===== config.mk =====
export PLATFORM = sky130hd
export DESIGN_NAME = tdm_mux_tx
export DESIGN_NICKNAME = d
export VERILOG_FILES = /design/src/rtl/tdm_mux_tx.sv
export SDC_FILE = /design/constraint.sdc
export NUM_CORES = 1
export LEC_CHECK = 0
export BUFFER_PORTS_ARGS = -buffer_cell sky130_fd_sc_hd__buf_4
export CORE_MARGIN = 2
export CORE_UTILIZATION = 40
export DETAILED_ROUTE_END_ITERATION = 12
export MAX_ROUTING_LAYER = met4
export PLACE_DENSITY_LB_ADDON = 0.3
export RECOVER_POWER = 50
export REMOVE_ABC_BUFFERS = 1
export SYNTH_ARGS = -nofsm -noshare
export SYNTH_HDL_FRONTEND = slang
export SYNTH_SLANG_ARGS = --single-unit

===== constraint.sdc =====
create_clock -name clk -period 3.4 [get_ports clk]
set_input_delay 0.68 -clock clk [delete_from_list [all_inputs] [get_ports clk]]
set_output_delay 0.68 -clock clk [all_outputs]
set_load 0.05 [all_outputs]

===== src/rtl/tdm_mux_tx.sv =====
// tdm_mux_tx: captures one parallel 8-channel frame and serialises it as
// one bit per accepted beat, tagging each bit with its slot index.
//
// Ports:
//   clk, reset_n          rising-edge clock, async active-low reset
//   i0..i7                parallel channel inputs, sampled on frame accept
//   in_valid / in_ready   frame handshake (in_ready is combinational on out_ready)
//   y, sel                serial bit and its slot index (channel number)
//   out_valid / out_ready beat handshake
//   frame_last            current beat is the final slot of the frame
module tdm_mux_tx #(
  parameter int unsigned SEL_W   = 3,
  parameter bit          MSB_FST = 1'b0
) (
  input  logic             clk,
  input  logic             reset_n,
  input  logic             i0,
  input  logic             i1,
  input  logic             i2,
  input  logic             i3,
  input  logic             i4,
  input  logic             i5,
  input  logic             i6,
  input  logic             i7,
  input  logic             in_valid,
  output logic             in_ready,
  output logic             y,
  output logic [SEL_W-1:0] sel,
  output logic             out_valid,
  input  logic             out_ready,
  output logic             frame_last
);

  localparam int unsigned NUM_CH = 2 ** SEL_W;
  localparam logic [SEL_W-1:0] FIRST_SLOT = MSB_FST ? SEL_W'(NUM_CH - 1) : SEL_W'(0);
  localparam logic [SEL_W-1:0] LAST_SLOT  = MSB_FST ? SEL_W'(0) : SEL_W'(NUM_CH - 1);

  typedef enum logic {
    IDLE = 1'b0,
    SEND = 1'b1
  } state_t;

  state_t              state_q, state_d;
  logic [NUM_CH-1:0]   shadow_q, shadow_d;
  logic [SEL_W-1:0]    slot_q, slot_d;
  logic                y_q, y_d;
  logic                last_q, last_d;
  logic [NUM_CH-1:0]   frame_c;
  logic [SEL_W-1:0]    slot_nxt;
  logic                frame_acc;

  assign frame_c = {i7, i6, i5, i4, i3, i2, i1, i0};

  // State and datapath registers
  always_ff @(posedge clk or negedge reset_n) begin
    if (!reset_n) begin
      state_q  <= IDLE;
      shadow_q <= '0;
      slot_q   <= '0;
      y_q      <= 1'b0;
      last_q   <= 1'b0;
    end else begin
      state_q  <= state_d;
      shadow_q <= shadow_d;
      slot_q   <= slot_d;
      y_q      <= y_d;
      last_q   <= last_d;
    end
  end

  // Next-state: frame load takes priority; otherwise advance on beat accept
  always_comb begin
    state_d   = state_q;
    shadow_d  = shadow_q;
    slot_d    = slot_q;
    y_d       = y_q;
    last_d    = last_q;
    slot_nxt  = MSB_FST ? (slot_q - SEL_W'(1)) : (slot_q + SEL_W'(1));
    in_ready  = (state_q == IDLE) | ((state_q == SEND) & last_q & out_ready);
    frame_acc = in_valid & in_ready;

    if (frame_acc) begin
      // Covers both IDLE load and back-to-back reload on the last beat
      state_d  = SEND;
      shadow_d = frame_c;
      slot_d   = FIRST_SLOT;
      y_d      = frame_c[FIRST_SLOT];
      last_d   = (FIRST_SLOT == LAST_SLOT);
    end else begin
      case (state_q)
        SEND: begin
          if (out_ready) begin
            if (last_q) begin
              state_d = IDLE;
              slot_d  = '0;
              y_d     = 1'b0;
              last_d  = 1'b0;
            end else begin
              slot_d = slot_nxt;
              y_d    = shadow_q[slot_nxt];
              last_d = (slot_nxt == LAST_SLOT);
            end
          end
        end
        default: ;
      endcase
    end
  end

  assign out_valid  = (state_q == SEND);
  assign y          = y_q;
  assign sel        = slot_q;
  assign frame_last = last_q;

endmodule


# Yosys cells after proc, flatten, opt, wreduce, memory -nomap -nowiden
# Cells that the tools add are included.
[op_classes]
n_addsub = 1
multipliers = 0
div = 0
order_cmp = 1
eq_ne = 1
shift = 0
n_mux = 18
n_bitwise = 5
reduce_logical = 3
[ops]
columns = ["op", "count"]
rows = [
  ["2-to-1 mux 1 bit", 13],
  ["2-to-1 mux 3 bit", 4],
  ["< comparator 3 x 4 -> 1 bit, second input constant", 1],
  ["nonzero test 2 bit", 2],
  ["adder 3 x 1 -> 3 bit, second input constant", 1],
  ["AND 1 bit", 3],
  ["binary-select mux 1 bit (select 3 bit)", 1],
  ["equality test 3 bit, second input constant", 1],
  ["AND reduction 2 bit", 1],
  ["inverter 1 bit", 1],
  ["bitwise OR 1 bit", 1],
]
[totals]
register_bits = 14
latchBits = 0
ram_bits = 0
mem_bits_ro = 0
inputBits = 12
out_inout_bits = 7
word_cells = 34
memories = 0

# Longest topological paths before layout
[logic_depth]
depth_word = 7
ltp_mapped = 6
mapped_depth_nobuf = 6

# Least setup slack after synthesis
# Ideal clock, no wire load.
[synth_timing]
kind = "register to register"
startpoint = "reg slot_q[0] (netlist: sel[0])"
endpoint = "reg y_q (netlist: y)"
setup_ps = 133
t_arrival_ps = 1937
slack_ps = 1330
stages_incl_launch_ff = 6
period_less_slack_ps = 2070
cell_sequence = "dfrtp_1 > inv_1 > ha_1 > mux2_2 > o311ai_1 > o211ai_2"
[synth_between]
elab_chain_cells = 7
[synth_rtl]
columns = ["item", "line_no", "rtl"]
rows = [
  ["start: declaration", "45", "logic [SEL_W-1:0] slot_q, slot_d;"],
  ["start signal: assignment", "65", "slot_q <= slot_d;"],
  ["adder 3 x 1 -> 3 bit", "78", "slot_nxt = MSB_FST ? (slot_q - SEL_W'(1)) : (slot_q + SEL_W'(1));"],
  ["binary-select mux 1 bit (select 3 bit)", "100", "y_d = shadow_q[slot_nxt];"],
  ["2-to-1 mux 1 bit (implied by the code)", "100", ""],
  ["2-to-1 mux 1 bit", "93", "if (last_q) begin"],
  ["2-to-1 mux 1 bit", "92", "if (out_ready) begin"],
  ["2-to-1 mux 1 bit", "90", "case (state_q)"],
  ["2-to-1 mux 1 bit", "82", "if (frame_acc) begin"],
  ["end signal: assignment", "66", "y_q <= y_d;"],
  ["end: declaration", "46", "logic y_q, y_d;"],
]
# Every way passes these cells. The select of a mux whose other input is x is not followed.
# A chain may end at the register's enable or synchronous reset.

# Worst setup path after layout
[layout_timing]
startpoint = "reg last_q (netlist: frame_last)"
endpoint = "out in_ready"
[layout_between]
elab_chain_cells = 3
[layout_rtl]
columns = ["item", "line_no", "rtl"]
rows = [
  ["start: declaration", "47", "logic last_q, last_d;"],
  ["start signal: assignment", "67", "last_q <= last_d;"],
  ["AND 1 bit (2 in series)", "79", "in_ready = (state_q == IDLE) | ((state_q == SEND) & last_q & out_ready);"],
  ["bitwise OR 1 bit", "79", ""],
  ["end: declaration", "26", "output logic in_ready,"],
]
# Every way passes these cells.

==> metrics.txt <==
area of the core 1760 µm²; Reg clk slew, reported paths 90 ps; # IOs 19; die area around 2300 µm²; Worst setup EP type output port; largest net degree at the start of global routing 15; asr flop ratio synth 1.00; crit start category flip-flop; DP Wirelength 1050 µm; Final Max Tran Viols 0; layout net count approximately 100; status finished, final reports clean; top fanout value on the critical path 10; Initial Utilization 0.431; Post-CTS Setup Inserts 0; Syn-to-layout area delta 24.0%; Iteration-0 DRC Markers 2; CTS Buf Count 3; vias in the first global route 591; main flop type after synthesis dfrtp_1; post-cts repair resize count 0; RSZ-0062 raised after global routing no; Area contributors post-synth dfrtp_1, mux2_2, nand2b_1, nand2_1, ha_1; R2R depth 5; Total GRT Usage 0.158; cell row count 15; routability cong. 0.819; share of layout cells above drive strength 1 0.402; Max Clock Freq 530 MHz; Mapped Cells 68; Die Wd 47.6 µm; pre-CTS setup slack 1520 ps; Max VDD drop 0.440 mV; PD cells slightly above 1000 nW/µm²; Antenna Cells 0; Routed Antenna Nets 0; sequential fraction of the synthesis area 0.461; Pre-Repair DR Iteration Count 4; Fin. Hold Viols 0; Clock Tree Buf Depth 2; CTS root buf clkbuf_4; max cap viols 0; HP Class input pin to asynchronous set/reset pin; initial antenna violation count 0; CP arrival roughly 1200 ps; WL/cell around 13 µm; period utilization 0.555; DRC 0; Port Buffers 18; slew margin rel. 0.475; clock latency on the worst-skew pair 280 ps; via count 592; Clock Skews 9.19 ps; final setup margin roughly 1500 ps; TritonCTS clock tree done; CTS Hold Bufs 0; Yosys cell types 27; Synth Cell Area 761 µm²; Yosys warnings 0; Routed WL 1430 µm; Synth top area share 0.461; Leakage 0.433 nW; die height 47.6 µm; Post-synth EDFFs 0; first-pass GRT wire length ~2400 µm; GR Overflow Total 0; Yosys top cell by area dfrtp_1; CTS Sinks 14; drt via density 5.29; Fin Setup TNS 0 ps; Seq cells post-synth 14; Setup-failing EPs final 0; Worst Path Required 2720 ps; worst slew pin tran roughly 800 ps; critical path class flip-flop to output port; H-Tree Depth 1; post-route minimum period 1890 ps; Layout fillers between 150 and 200; Mapped Avg Cell Area 11.2 µm²
==> registers in the layout, summed over array words and instances, names as in the netlist <==
name,cells
shadow_q,8
frame_last,1
sel,3
y,1
out_valid,1
==> cell type report <==
cell class | count | area [µm²] | share of cell area
Timing Repair Buffer | 18 | 131 | 0.139
Tap cell | 25 | 31.3 | 0.0332
Clock buffer | 4 | 36.3 | 0.0385
Sequential cell | 14 | 350 | 0.371
Inverter | 2 | 7.51 | 0.00796
Multi-Input combinational cell | 49 | 387 | 0.410
==> critical path, stage by stage, from the launching register on <==
cell and delay, ps:
dfrtp_1 520, nand2_1 80, nand2_1 110, buf_4 210
==> worst paths after layout <==
| kind | from | to | slack [ps] |
|---|---|---|---|
| max in group asynchronous | reset_n | shadow_q[5]$_DFFE_PN0P_ | 2460 |
| worst max register to register | sel[0]$_DFFE_PN0P_ | y$_DFFE_PN0P_ | 1550 |
| min in group clk | shadow_q[6]$_DFFE_PN0P_ | shadow_q[6]$_DFFE_PN0P_ | 510 |
| worst max-delay path | frame_last$_DFFE_PN0P_ | in_ready | 1510 |
| worst min register to register | shadow_q[6]$_DFFE_PN0P_ | shadow_q[6]$_DFFE_PN0P_ | 510 |
| worst min-delay path | reset_n | frame_last$_DFFE_PN0P_ | 440 |
==> metrics by stage <==
step	total power [W]	instance area (µm²)	hold WS, ps	std cells	utilization
detailed placement	0.000858	913	490	108	0.518
CTS	0.000982	950	229	112	0.538
finish	0.000966	943	441	112	0.535
floorplan	0.000722	747	384	65	-
global route	0.00104	943	481	112	0.535
global placement	0.000847	913	484	108	0.518
==> layer usage <==
| metal | share of wire | vias to the layer above | GRT usage |
|---|---|---|---|
| met5 | 0 | - | - |
| met4 | 0.021 | 0 | 0.0811 |
| met3 | 0.062 | 5 | 0.0226 |
| met2 | 0.47 | 19 | 0.262 |
| met1 | 0.44 | 286 | 0.185 |
| li1 | - | 282 | - |
==> cell usage in the layout (no fill, tap or decap), types with 2 or more instances in the layout <==
cell type	instances
nand3_1	2
nand2_1	8
clkbuf_4	3
a21oi_1	2
dfrtp_1	14
ha_1	2
o21ai_0	3
buf_4	17
mux2_2	10
inv_1	2
nand2b_1	5
o31ai_1	2
mux2_1	2
==> logic make-up after synthesis <==
group | synth area share
and+or+nand+nor | 0.133
DFF | 0.461
buffers and inverters | 0.0280
adders and majority gates | 0.0329
xor gates and xnor gates | 0.0214
muxes | 0.191
AOI/OAI and AO/OA | 0.133
==> power by group <==
group / switching [W] / internal (W) / total (W)
clock: 0.0000560 / 0.0000652 / 0.000121
combinational: 0.000279 / 0.000239 / 0.000518
sequential: 0.0000793 / 0.000247 / 0.000326
==> synthesized netlist by cell type (2+ instances only) <==
library cell,n
o21ai_0,3
ha_1,2
buf_2,2
o31ai_1,2
a21oi_1,2
dfrtp_1,14
nand2_1,7
mux2_2,10
nand3_1,2
inv_1,2
mux2_1,2
nand2b_1,5
Power figures use the tool's default switching activity.
